File: src/rtl/scan_mux.sv
// scan_mux: registered N-to-1 channel multiplexer with manual select and
// automatic round-robin scanning. Each scanned channel is held for DWELL
// enabled cycles; wrap pulses when the scan returns to channel 0.
module scan_mux #(
  parameter int WIDTH    = 1,
  parameter int CHANNELS = 4,
  parameter int DWELL    = 10,
  localparam int SEL_W   = (CHANNELS > 1) ? $clog2(CHANNELS) : 1
) (
  input  logic                      clk,
  input  logic                      rst,
  input  logic                      en,
  input  logic                      mode,
  input  logic [SEL_W-1:0]          sel,
  input  logic [CHANNELS*WIDTH-1:0] din,
  output logic [WIDTH-1:0]          dout,
  output logic [SEL_W-1:0]          cur_ch,
  output logic                      valid,
  output logic                      wrap
);

  localparam int CNT_W = (DWELL > 1) ? $clog2(DWELL) : 1;
  localparam logic [CNT_W-1:0] DWELL_LAST = CNT_W'(DWELL - 1);
  localparam logic [SEL_W-1:0] CH_LAST    = SEL_W'(CHANNELS - 1);

  typedef enum logic [0:0] {
    ST_MANUAL = 1'b0,
    ST_SCAN   = 1'b1
  } state_t;

  state_t            state_r, state_nxt_s;
  logic [CNT_W-1:0]  dwell_r, dwell_nxt_s;
  logic [SEL_W-1:0]  ch_r, ch_nxt_s;
  logic [WIDTH-1:0]  dout_r, dout_nxt_s;
  logic              valid_r, valid_nxt_s;
  logic              wrap_r, wrap_nxt_s;
  logic              sel_legal_s;
  logic [WIDTH-1:0]  mux_s;

  // Pick one channel out of the packed bus; out-of-range indices give zero.
  function automatic logic [WIDTH-1:0] pick(input logic [CHANNELS*WIDTH-1:0] bus,
                                            input logic [SEL_W-1:0] idx);
    logic [WIDTH-1:0] res;
    res = {WIDTH{1'b0}};
    for (int k = 0; k < CHANNELS; k++) begin
      if (idx == SEL_W'(k)) begin
        res = bus[k*WIDTH +: WIDTH];
      end else begin
        res = res;
      end
    end
    return res;
  endfunction

  assign sel_legal_s = (32'(sel) < 32'(CHANNELS));

  // Next-state logic: mode transitions, dwell counting and channel advance.
  always_comb begin
    state_nxt_s = state_r;
    dwell_nxt_s = dwell_r;
    ch_nxt_s    = ch_r;
    valid_nxt_s = valid_r;
    wrap_nxt_s  = 1'b0;
    if (!en) begin
      // Frozen: everything holds, wrap can only ever be a one-cycle pulse.
      wrap_nxt_s = 1'b0;
    end else if (!mode) begin
      state_nxt_s = ST_MANUAL;
      dwell_nxt_s = {CNT_W{1'b0}};
      if (sel_legal_s) begin
        ch_nxt_s    = sel;
        valid_nxt_s = 1'b1;
      end else begin
        ch_nxt_s    = ch_r;
        valid_nxt_s = 1'b0;
      end
    end else begin
      valid_nxt_s = 1'b1;
      case (state_r)
        ST_MANUAL: begin
          // Entering scan always restarts from channel 0 with a fresh dwell.
          state_nxt_s = ST_SCAN;
          dwell_nxt_s = {CNT_W{1'b0}};
          ch_nxt_s    = {SEL_W{1'b0}};
        end
        ST_SCAN: begin
          if (dwell_r == DWELL_LAST) begin
            dwell_nxt_s = {CNT_W{1'b0}};
            if (ch_r == CH_LAST) begin
              ch_nxt_s   = {SEL_W{1'b0}};
              wrap_nxt_s = 1'b1;
            end else begin
              ch_nxt_s   = ch_r + SEL_W'(1);
            end
          end else begin
            dwell_nxt_s = dwell_r + CNT_W'(1);
          end
        end
        default: begin
          state_nxt_s = ST_MANUAL;
          dwell_nxt_s = {CNT_W{1'b0}};
          ch_nxt_s    = {SEL_W{1'b0}};
          valid_nxt_s = 1'b0;
        end
      endcase
    end
  end

  assign mux_s = pick(din, ch_nxt_s);

  // Data path: sample the channel that will be current next cycle.
  always_comb begin
    dout_nxt_s = dout_r;
    if (!en) begin
      dout_nxt_s = dout_r;
    end else if (!mode && !sel_legal_s) begin
      dout_nxt_s = {WIDTH{1'b0}};
    end else begin
      dout_nxt_s = mux_s;
    end
  end

  // State and output registers with synchronous reset.
  always_ff @(posedge clk) begin
    if (rst) begin
      state_r <= ST_MANUAL;
      dwell_r <= {CNT_W{1'b0}};
      ch_r    <= {SEL_W{1'b0}};
      dout_r  <= {WIDTH{1'b0}};
      valid_r <= 1'b0;
      wrap_r  <= 1'b0;
    end else begin
      state_r <= state_nxt_s;
      dwell_r <= dwell_nxt_s;
      ch_r    <= ch_nxt_s;
      dout_r  <= dout_nxt_s;
      valid_r <= valid_nxt_s;
      wrap_r  <= wrap_nxt_s;
    end
  end

  assign dout   = dout_r;
  assign cur_ch = ch_r;
  assign valid  = valid_r;
  assign wrap   = wrap_r;

endmodule

File: config.mk
export PLATFORM = sky130hd
export DESIGN_NAME = scan_mux
export DESIGN_NICKNAME = d
export VERILOG_FILES = /design/src/rtl/scan_mux.sv
export SDC_FILE = /design/constraint.sdc
export NUM_CORES = 1
export LEC_CHECK = 0
export BUFFER_PORTS_ARGS = -buffer_cell sky130_fd_sc_hd__buf_2
export CORE_AREA = 4 4 41 43
export DETAILED_ROUTE_END_ITERATION = 8
export DIE_AREA = 0 0 45 47
export PLACE_DENSITY = 0.75
export SLEW_MARGIN = 20
export SYNTH_ARGS = -nofsm -noshare
export SYNTH_HDL_FRONTEND = slang
export SYNTH_SLANG_ARGS = --single-unit
File: constraint.sdc
create_clock -name clk -period 1.9 [get_ports clk]
set_clock_uncertainty 0.15 [all_clocks]
set_input_delay 0.285 -clock clk [delete_from_list [all_inputs] [get_ports clk]]
set_output_delay 0.285 -clock clk [all_outputs]
set_load 0.05 [all_outputs]
---- Word-level counts from Yosys, hierarchy flattened ----
Cells that the tools add are included.
operators by class
  add/subtract/negate cells ............... 2
  equal/unequal tests ..................... 5
  muxes and demuxes ....................... 14
  bitwise logic cells ..................... 4
  reduce and logical (&&, ||, !) cells .... 2
operator list
  cell                 number
  $mux 2               4
  $mux 4               2
  $pmux 4 s2           1
  $eq 2x2->1 const B   3
  $mux 1               6
  $reduce_or 5->1      1
  $add 4x1->4 const B  1
  $eq 4x4->1 const B   1
  $not 1->1            4
  $pmux 2 s2           1
  $add 2x1->2 const B  1
  $eq 2x1->1 const B   1
  $logic_not 2->1      1
storage, ports and cells
  bits in registers ....................... 10
  input bits .............................. 10
  output and inout port bits .............. 5
  logic and storage cells ................. 33

---- Logic depth before layout (Yosys ltp) ----
Gate-level depths: netlist (run 1).
  depth after elaboration ................. 11
  depth in mapped cells ................... 7
  depth with buffers taken out ............ 7

---- Least setup slack after synthesis (run 1) ----
Ideal clock, no wire load.
  path kind ............................... register to register
  start point ............................. register ch_r[0] (netlist: cur_ch[0])
  end point ............................... register dout_r (netlist: dout)
  library setup time ...................... 0.133 ns
  arrival ................................. 1.615 ns
  required time ........................... 1.617 ns
  setup slack ............................. 0.002 ns
  cell stages (with the launch flop) ...... 5
  buffers on the path ..................... 0
  period minus slack after synthesis ...... 1.898 ns
  path through ............................ dfxtp_1 > ha_1 > a222oi_1 > or3_1 > o221ai_1
on the way
  longest elaborated chain between the ends .. 11
  elaborated cells between the ends (all ways) .. 15
  classes of those cells .................. add/sub (1); eq/ne (4); mux (9); reduce/logical (1)
ends and longest elaborated chain
  item                                              line    source
  from (decl)                                       33      logic [SEL_W-1:0] ch_r, ch_nxt_s;
  from (signal assigned)                            128     ch_r <= {SEL_W{1'b0}};
  from (signal assigned)                            135     ch_r <= ch_nxt_s;
  $add 2x1->2 / $eq 2x2->1 (equally long branches)  93, 89
  $mux 2                                            89      if (ch_r == CH_LAST) begin
  $mux 2                                            87      if (dwell_r == DWELL_LAST) begin
  $pmux 2 s2                                        79      case (state_r)
  $mux 2                                            67      end else if (!mode) begin
  $mux 2 *                                          64      if (!en) begin
  $logic_not 2->1                                   46      if (idx == SEL_W'(k)) begin
  $mux 1 (3 in a row)                               46
  $mux 1 *                                          46
  to (signal assigned)                              129     dout_r <= {WIDTH{1'b0}};
  to (signal assigned)                              136     dout_r <= dout_nxt_s;
  to (decl)                                         34      logic [WIDTH-1:0] dout_r, dout_nxt_s;
Mark *: on every way between the ends. The rest lies on a longest branch, timed or not.
A chain may end at the register's enable or synchronous reset.

---- Final worst setup path (run 1) ----
  start point ............................. register dwell_r[1]
  end point ............................... register dout_r (netlist: dout)
on the way
  longest elaborated chain between the ends .. 10
  elaborated cells between the ends (all ways) .. 13
  classes of those cells .................. eq/ne (4); mux (8); reduce/logical (1)
ends and longest elaborated chain
  item                    line  source
  from (decl)             32    logic [CNT_W-1:0] dwell_r, dwell_nxt_s;
  from (signal assigned)  127   dwell_r <= {CNT_W{1'b0}};
  from (signal assigned)  134   dwell_r <= dwell_nxt_s;
  $eq 4x4->1 *            87
  $mux 2 *                87
  $pmux 2 s2 *            79
  $mux 2 *                67
  $mux 2 *                64
  $logic_not 2->1         46
  $mux 1 (3 in a row)     46
  $mux 1 *                46
Marked as above.

==> impl_results.md, run 1 <==
- Fillers: 139
- Via count: 512
- RSZ-0062 raised after global routing: true
- Clk buf depth: 2
- Max Cap Violations: 0
- Area Growth Syn to Fin: 35.7%
- CTS tree: built
- Max Slew Vio Count: 0
- I/O Pins: 15
- Int Pwr: 0.360 mW
- Clk network pwr share: 0.402
- Max IR drop VDD: 0.411 mV
- WHS: 0.140 ns
- Initial antenna violation count: 0
- Max_slew headroom: 0.807
- Syn Nets: 70
- Layout cells sized above 1: 0.429
- Routed WL: 1300 um
- Post-detailed-route wirelength per cell: 14.1 um
- Routability cong.: 0.824
- Core Footprint: 0.00130 mm^2
- Clock slew at reported path FFs: 0.07 ns
- Die height: 47 um
- Crit path time final: 1.93 ns
- Flop pwr share: 0.448
- CP Class: flop to flop
- Post-route antenna net violation count: 0
- Drt drc: 0
- Worst Max-Slew Pin Slew: 0.289 ns
- Status: finished, violations left
- Syn Inst Count: 57
- Arrival time at the worst endpoint: 1.93 ns
- Buffers on Ports: 14
- Latest clock arrival within the worst-skew pair: 0.27 ns
- DR iter-0 viols: 13
- Crit. End Element: flop
- Share of the synthesized area in the top cell type: 0.399
- Die area: 0.00212 mm^2
- Initial Utilization: 0.386
- Gr ovfl total: 0
- Crit path launch type: flop
- Cell variety after synth: 23
- Num rows: 13
- EDFF count, synth: 0
- Fmax: 519 MHz
- Setup TNS Final: -0.0282 ns
- Worst-path fanout max: 4
- Net Sw Frac: 0.271
- Vias in the first global route: 450
- Share of the clock period used by the worst path: 1.01
- Req. time, crit path: 1.90 ns
- Gr usage total: 0.125
- Failing checks: negative setup slack
- Setup ws final: -0.0282 ns
- Yosys top cell by area: dfxtp_1
- Die Width: 45 um
- Hold violation total from the final report: 0
- Vias/cell: 5.57
- TritonCTS buffer count: 3
- Cts hold-fix bufs: 0
- Setup violations, final: 1
- #FFs+latches synth: 10
- Sequential share of the synthesized area: 0.399
- Top_reg_cell synth: dfxtp_1
- Async S/R FF share, synth: 0
- Nets: 91
- Pwr dens: 726 mW/mm^2
- Avg Cell Area, Syn: 8.80 um^2
- Leakage: 0.310 nW
- Net Switching: 0.134 mW
- CTS sink count: 10
- Final HPWL DP: 882 um
- H-tree levels: 1
- Combinational share of power: 0.150
- Ranking of synthesized cells by area: dfxtp_1 (40%), ha_1 (7.5%), mux2i_1 (6.0%)
- Root buf cell: clkbuf_4
- Hold Path Class: input port to flop
- Post-Synthesis Cell Area: 502 um^2
- DR pass1 iterations: 4
- Syn. warnings: 0
- First-pass GRT wire length: 1860 um
- Largest net degree at the start of global routing: 12
- Diodes inserted: 0
==> cells in the final DEF (no fill, tap or decap), drive strengths merged <==
master and n:
a21oi 4, a221o 1, a222oi 1, a22o 1
and2 1, and3 2, and3b 1, and4 1
buf 18, clkbuf 4, dfxtp 10, ha 3
inv 3, mux2i 3, nand2 5, nand3 2
nand4b 2, nor2 6, nor2b 1, o21ai 3
o221ai 1, or2 1, or3 3
==> synth_stat cells, types with 2 or more instances <==
cell	instances
nand2_1	5
a21oi_1	4
o21ai_0	3
nand4b_1	2
ha_1	3
or3_1	3
mux2i_1	3
dfxtp_1	10
and3_2	2
nor2_1	6
nand3_1	2
inv_1	3
==> power groups by stage <==
| stage | sequential (mW) | combinational (mW) | clock, mW |
|---|---|---|---|
| 6_report | 0.221 | 0.0743 | 0.198 |
| 5_1_grt | 0.222 | 0.0800 | 0.215 |
| 4_1_cts | 0.221 | 0.0704 | 0.202 |
| 3_5_place_dp | 0.226 | 0.0668 | 0 |
| 3_3_place_gp | 0.225 | 0.0651 | 0 |
| 2_1_floorplan | 0.243 | 0.0273 | 0 |
==> state kept, by name, summed over array words and instances, names as in the netlist <==
name / count
valid: 1
cur_ch: 2
dout: 1
state_r: 1
wrap: 1
dwell_r: 4
==> final cells by class <==
| cell class | count | area [um^2] | area share |
|---|---|---|---|
| tap | 15 | 18.8 | 0.0276 |
| clock buffer | 4 | 36.3 | 0.0533 |
| inverter | 3 | 11.3 | 0.0165 |
| sequential | 10 | 203 | 0.298 |
| multi-input combinational | 42 | 312 | 0.458 |
| timing repair buffer | 18 | 100 | 0.147 |
==> worst max-delay path, cell delays in order, from the launching register on <==
cell	delay (ns)
dfxtp_2	0.34
inv_2	0.04
ha_4	0.14
and3b_2	0.22
and4_4	0.19
a222oi_1	0.34
buf_4	0.19
or3_4	0.12
o221ai_2	0.09
==> final timing paths <==
path	from	end	slack (ns)	cells past startpoint
setup / recovery	dwell_r[1]$_SDFFE_PP0P_	dout$_SDFFE_PP0P_	-0.03	8
hold / removal	rst	dwell_r[0]$_SDFFE_PP0P_	0.14	2
setup reg to reg	dwell_r[1]$_SDFFE_PP0P_	dout$_SDFFE_PP0P_	-0.03	8
hold reg to reg	dwell_r[3]$_SDFFE_PP0P_	dwell_r[3]$_SDFFE_PP0P_	0.33	2
==> cells by family (layout without fill, tap and decap cells) <==
family                     count (synthesis)  count (layout)  synth area share
AOI/OAI and AO/OA                         11              11             0.145
adders and majority gates                  3               3            0.0748
buffers and inverters                      5              25            0.0399
DFF                                       10              10             0.399
muxes                                      3               3            0.0599
and+or+nand+nor                           25              25             0.282
==> through the flow <==
| stage | power (mW) | std cells | util | setup slack, ns | instance area [um^2] |
|---|---|---|---|---|---|
| 2_1_floorplan | 0.270 | 57 | - | 0.00249 | 502 |
| 3_3_place_gp | 0.290 | 87 | 0.464 | 0.0570 | 604 |
| 3_5_place_dp | 0.292 | 87 | 0.464 | -0.0455 | 604 |
| 4_1_cts | 0.493 | 92 | 0.507 | 0.00352 | 659 |
| 5_1_grt | 0.518 | 92 | 0.523 | -0.122 | 681 |
| 6_report | 0.494 | 92 | 0.523 | -0.0282 | 681 |
==> layer usage <==
metal  part of all wire  routed length [um]  up-vias  track usage
li1                   -                   -      245            -
met5                  0                   0        -            0
met4              0.013                  17        0       0.0702
met3              0.077                 100        2       0.0345
met2               0.56                 720       26        0.234
met1               0.35                 458      239        0.124
==> repair_timing <==
action | 4_1_cts | 5_1_grt
endpoints found under the setup margin | 1 | 1
pin swaps | 4 | 2
buffers inserted | 1 | 0
gates resized for setup | 6 | 3
Power figures use the tool's default switching activity.
==> run 2: changes to the inputs <==
--- a/config.mk
+++ b/config.mk
@@ -7,9 +7,11 @@
 export LEC_CHECK = 0
 export BUFFER_PORTS_ARGS = -buffer_cell sky130_fd_sc_hd__buf_2
 export CORE_AREA = 4 4 41 43
+export CTS_BUF_LIST = sky130_fd_sc_hd__clkbuf_4 sky130_fd_sc_hd__clkbuf_8
 export DETAILED_ROUTE_END_ITERATION = 8
 export DIE_AREA = 0 0 45 47
 export PLACE_DENSITY = 0.75
+export RECOVER_POWER = 50
 export SLEW_MARGIN = 20
 export SYNTH_ARGS = -nofsm -noshare
 export SYNTH_HDL_FRONTEND = slang
==> impl_results.md, run 2 (same netlist as run 1, synthesis figures left out) <==
- Status: finished, violations left
- Failing checks: negative setup slack
- Max_slew headroom: 0.605 (-0.202)
- Hold Path Class: input port to flop
- Max IR drop VDD: 0.414 mV (+0.81%)
- RSZ-0062 raised after global routing: true
- Clk buf depth: 2 (unchanged)
- Setup TNS Final: -0.0292 ns (-0.000962 ns)
- Clock slew at reported path FFs: 0.07 ns (about the same)
- Die height: 47 um (unchanged)
- Max Slew Vio Count: 0 (unchanged)
- Num rows: 13 (unchanged)
- Initial antenna violation count: 0 (unchanged)
- Gr ovfl total: 0 (unchanged)
- Layout cells sized above 1: 0.377 (-0.0519)
- Pwr dens: 732 mW/mm^2 (+0.83%)
- I/O Pins: 15 (unchanged)
- Max Cap Violations: 0 (unchanged)
- Cts hold-fix bufs: 0 (unchanged)
- Worst-path fanout max: 4 (unchanged)
- Buffers on Ports: 14 (unchanged)
- Vias/cell: 5.65 (+1.6%)
- Die area: 0.00212 mm^2 (unchanged)
- Commonest non-fill, non-tap cell in the layout: buf_2
- Initial Utilization: 0.386 (unchanged)
- Post-detailed-route wirelength per cell: 14.3 um (+1.6%)
- Nets: 91 (unchanged)
- Req. time, crit path: 1.91 ns (about the same)
- Latest clock arrival within the worst-skew pair: 0.27 ns (about the same)
- Final HPWL DP: 882 um (unchanged)
- Crit. End Element: flop
- CTS tree: built
- Routed WL: 1320 um (+1.6%)
- Post-route antenna net violation count: 0 (unchanged)
- Fillers: 140 (+0.72%)
- Via count: 520 (+1.6%)
- DR iter-0 viols: 24 (+11)
- Core Footprint: 0.00130 mm^2 (unchanged)
- Fmax: 518 MHz (about the same)
- Vias in the first global route: 450 (unchanged)
- Setup ws final: -0.0292 ns (-0.000962 ns)
- Crit path launch type: flop
- Share of the clock period used by the worst path: 1.02 (about the same)
- TritonCTS buffer count: 3 (unchanged)
- Final core utilization: 0.519 (-0.00385)
- DP Worst Slack: -0.0455 ns (unchanged)
- Hold violation total from the final report: 0 (unchanged)
- Largest net degree at the start of global routing: 12 (unchanged)
- Arrival time at the worst endpoint: 1.94 ns (about the same)
- CP Class: flop to flop
- Leakage: 0.294 nW (-5.1%)
- Root buf cell: clkbuf_4
- Largest register FFs: 4 (unchanged)
- Biggest register: dwell_r
- CTS sink count: 10 (unchanged)
- Area Growth Syn to Fin: 34.7%
- First-pass GRT wire length: 1860 um (unchanged)
- H-tree levels: 1 (unchanged)
- Worst Max-Slew Pin Slew: 0.595 ns (+0.306 ns)
- Die Width: 45 um (unchanged)
- Setup violations, final: 1 (unchanged)
- Diodes inserted: 0 (unchanged)
- Routability cong.: 0.824 (unchanged)
- DR pass1 iterations: 4 (unchanged)
- Most frequent cells in the layout: buf_2 (10), dfxtp_1 (8), nor2_1 (6)
- Crit path time final: 1.93 ns (+0.000962 ns)
- Gr usage total: 0.125 (unchanged)
- Drt drc: 0 (unchanged)
-- run 2: changes by cell type in the layout (fill, tap and decap cells not counted), sizes merged --
cell	change
clkbuf	+4
buf	-4
-- run 2: cell type report --
cell class | count | area, um^2 | area share
clock buffers | 4 | 36.3 | 0.0537
inverters | 3 | 11.3 | 0.0167
repair buffers | 18 | 95.1 | 0.141
flip-flops and latches | 10 | 203 | 0.300
well taps | 15 | 18.8 | 0.0278
multi-input cells | 42 | 312 | 0.461
-- run 2: where the power goes --
group	leakage [nW]	switching, mW	internal [mW]	total (mW)
registers	0.0825	0.00517	0.216	0.221
clock network	0.0210	0.0831	0.117	0.200
logic	0.191	0.0471	0.0262	0.0733
-- run 2: critical path: stages, from the launching register on --
cell,delay (ns)
dfxtp_2,0.34
inv_2,0.04
ha_4,0.14
and3b_2,0.22
and4_4,0.19
a222oi_1,0.34
buf_4,0.19
or3_4,0.12
o221ai_2,0.09
-- run 2: worst paths after layout --
kind                        endpoint  depth (start not counted)                     from  slack (ns)
max                dout$_SDFFE_PP0P_                          8  dwell_r[1]$_SDFFE_PP0P_       -0.03
max reg2reg        dout$_SDFFE_PP0P_                          8  dwell_r[1]$_SDFFE_PP0P_       -0.03
min          dwell_r[0]$_SDFFE_PP0P_                          2                      rst        0.14
min reg2reg  dwell_r[3]$_SDFFE_PP0P_                          2  dwell_r[3]$_SDFFE_PP0P_        0.33
-- run 2: what timing repair did --
action	in CTS	in global routing
setup endpoints to repair	1	1
gates resized for setup	6	3
buffers inserted	1	0
gates cloned	0	0
pin swaps	4	2
-- run 2: metal layers --
layer,vias to the layer above,GRT usage,share of wire
li1,246,-,-
met1,254,0.124,0.38
met2,18,0.234,0.55
met3,2,0.0345,0.062
met4,0,0.0702,0.013
met5,-,0,0
-- run 2: metrics by stage --
stage | hold slack [ns] | power, mW | cell area, um^2 | std cells
final | 0.143 | 0.494 | 676 | 92
after global routing | 0.165 | 0.517 | 676 | 92
after CTS | 0.130 | 0.493 | 659 | 92
after detailed placement | 0.319 | 0.292 | 604 | 87
after global placement | 0.299 | 0.290 | 604 | 87
after floorplan | 0.282 | 0.270 | 502 | 57
==> run 3: changes to the inputs <==
--- a/config.mk
+++ b/config.mk
@@ -6,11 +6,11 @@
 export NUM_CORES = 1
 export LEC_CHECK = 0
 export BUFFER_PORTS_ARGS = -buffer_cell sky130_fd_sc_hd__buf_2
-export CORE_AREA = 4 4 41 43
+export CORE_MARGIN = 4
+export CORE_UTILIZATION = 30
 export CTS_BUF_LIST = sky130_fd_sc_hd__clkbuf_4 sky130_fd_sc_hd__clkbuf_8
 export DETAILED_ROUTE_END_ITERATION = 8
-export DIE_AREA = 0 0 45 47
-export PLACE_DENSITY = 0.75
+export PLACE_DENSITY = 0.64
 export RECOVER_POWER = 50
 export SLEW_MARGIN = 20
 export SYNTH_ARGS = -nofsm -noshare
==> impl_results.md, run 3 (same netlist as run 1, synthesis figures left out) <==
- Num rows: 14 (+1)
- Req. time, crit path: 1.94 ns (+0.03 ns)
- Gr usage total: 0.101 (-0.0240)
- Initial antenna violation count: 0 (unchanged)
- Vias in the first global route: 433 (-3.8%)
- Status: finished, violations left
- WP buf/inv: 1 (-1)
- Max Slew Vio Count: 0 (unchanged)
- Die Width: 48.9 um (+8.7%)
- Routability cong.: 0.845 (+2.5%)
- Failing checks: negative setup slack
- Hold Path Class: input port to flop
- Most frequent cells in the layout: buf_2 (10), dfxtp_1 (9), nor2_1 (6)
- Via count: 467 (-10%)
- Slowest cell on the critical path: a222oi_1
- CP Class: flop to flop
- Latest clock arrival within the worst-skew pair: 0.27 ns (about the same)
- Core Footprint: 0.00154 mm^2 (+18%)
- Die height: 48.9 um (+4.0%)
- Final HPWL DP: 827 um (-6.2%)
- Hold violation total from the final report: 0 (unchanged)
- Buffers on Ports: 14 (unchanged)
- Layout cells sized above 1: 0.329 (-0.0477)
- Peak per-stage delay on the critical path: 0.46 ns (+0.12 ns)
- Max Cap Violations: 0 (unchanged)
- Biggest register: dwell_r
- Multi-input logic area: 292 um^2 (-6.4%)
- Fmax: 513 MHz (-1.1%)
- I/O Pins: 15 (unchanged)
- TritonCTS buffer count: 3 (unchanged)
- Area Growth Syn to Fin: 27.9%
- Placed instance count: 88 (+1.1%)
- Max_slew headroom: 0.601 (-0.00375)
- Setup ws final: -0.0502 ns (-0.0211 ns)
- Largest net degree at the start of global routing: 12 (unchanged)
- Largest register FFs: 4 (unchanged)
- Nets: 91 (unchanged)
- DR pass1 iterations: 6 (+2)
- Crit. End Element: flop
- Initial Utilization: 0.325 (-0.0601)
- Commonest non-fill, non-tap cell in the layout: buf_2
- Cts hold-fix bufs: 0 (unchanged)
- Post-detailed-route wirelength per cell: 11.8 um (-17%)
- Arrival time at the worst endpoint: 1.99 ns (+0.05 ns)
- Post-route antenna net violation count: 0 (unchanged)
- Routed WL: 1090 um (-17%)
- Pwr dens: 680 mW/mm^2 (-7.1%)
- H-tree levels: 1 (unchanged)
- CTS tree: built
- Crit path launch type: flop
- Register area: 201 um^2 (-0.62%)
- Vias/cell: 5.08 (-10%)
- Die area: 0.00239 mm^2 (+13%)
- Total Power Consumption: 0.436 mW (-12%)
- RSZ-0062 raised after global routing: true
- Worst-path fanout max: 4 (unchanged)
- Clock slew at reported path FFs: 0.06 ns (about the same)
- Share of the clock period used by the worst path: 1.03 (+0.0111)
- Crit path time final: 1.95 ns (+0.0211 ns)
- Fillers: 152 (+8.6%)
- Critical path's top delay family: compound AO/OA/AOI/OAI gates
- WHS: 0.144 ns (+0.000478 ns)
- Leakage: 0.281 nW (-4.4%)
- Drt drc: 0 (unchanged)
- Final non-filler cell total: 92 (unchanged)
- Root buf cell: clkbuf_4
- Diodes inserted: 0 (unchanged)
- CP Cell Sequence: inv_2, ha_2, and3b_2, and4_4, a222oi_1, nand3_1, o221ai_2
- Max IR drop VDD: 0.436 mV (+5.1%)
- CTS sink count: 10 (unchanged)
- Gr ovfl total: 0 (unchanged)
- Setup violations, final: 1 (unchanged)
- First-pass GRT wire length: 1840 um (-1.1%)
- Worst Max-Slew Pin Slew: 0.601 ns (+0.00564 ns)
- DR iter-0 viols: 8 (-67%)
- Clk buf depth: 2 (unchanged)
## run 3: cell types whose count changed in the layout (fill, tap and decap cells not counted)
cell      delta
or3_4        -1
dfxtp_2      -1
ha_4         -1
dfxtp_1      +1
or3_1        +1
nand3_1      +1
nand3_2      -1
ha_2         +1
clkbuf_8     -1
## run 3: report_power, final
part           switching (mW)  internal (mW)
Clock                  0.0732         0.0733
Sequential            0.00446          0.216
Combinational          0.0441         0.0251
Total                   0.122          0.315
## run 3: layout make-up
class	instances	share of cell area
timing repair buffer	18	0.148
tap	16	0.0312
sequential	10	0.314
inverter	3	0.0175
multi-input combinational	42	0.454
clock buffer	3	0.0351
## run 3: metrics by stage
stage / setup slack [ns] / util / area [um^2] / TNS [ns]
finish: -0.0502 / 0.416 / 642 / -0.0502
global route: -0.140 / 0.416 / 642 / -0.160
floorplan: 0.00249 / - / 502 / 0
CTS: 0.000470 / 0.418 / 644 / 0
global placement: 0.0539 / 0.393 / 606 / 0
detailed placement: -0.0142 / 0.393 / 606 / -0.0142
## run 3: final timing paths
check                                from                 endpoint  slack (ns)  cells past startpoint
hold / removal                        rst  dwell_r[1]$_SDFFE_PP0P_        0.14                      2
hold reg to reg   dwell_r[3]$_SDFFE_PP0P_  dwell_r[3]$_SDFFE_PP0P_        0.32                      2
setup / recovery  dwell_r[1]$_SDFFE_PP0P_        dout$_SDFFE_PP0P_       -0.05                      7
setup reg to reg  dwell_r[1]$_SDFFE_PP0P_        dout$_SDFFE_PP0P_       -0.05                      7
## run 3: repair_timing
item | in CTS | in global routing
resized for setup | 4 | 1
endpoints found under the setup margin | 1 | 2
buffers inserted | 1 | 1
pin swaps | 6 | 3
## run 3: metal layers
metal | GRT usage | up-vias | wire [um] | share of wire
li1 | - | 245 | - | -
met1 | 0.123 | 200 | 494 | 0.45
met2 | 0.139 | 17 | 472 | 0.43
met3 | 0.0214 | 5 | 71 | 0.065
met4 | 0.108 | 0 | 49 | 0.045
met5 | 0 | - | 0 | 0
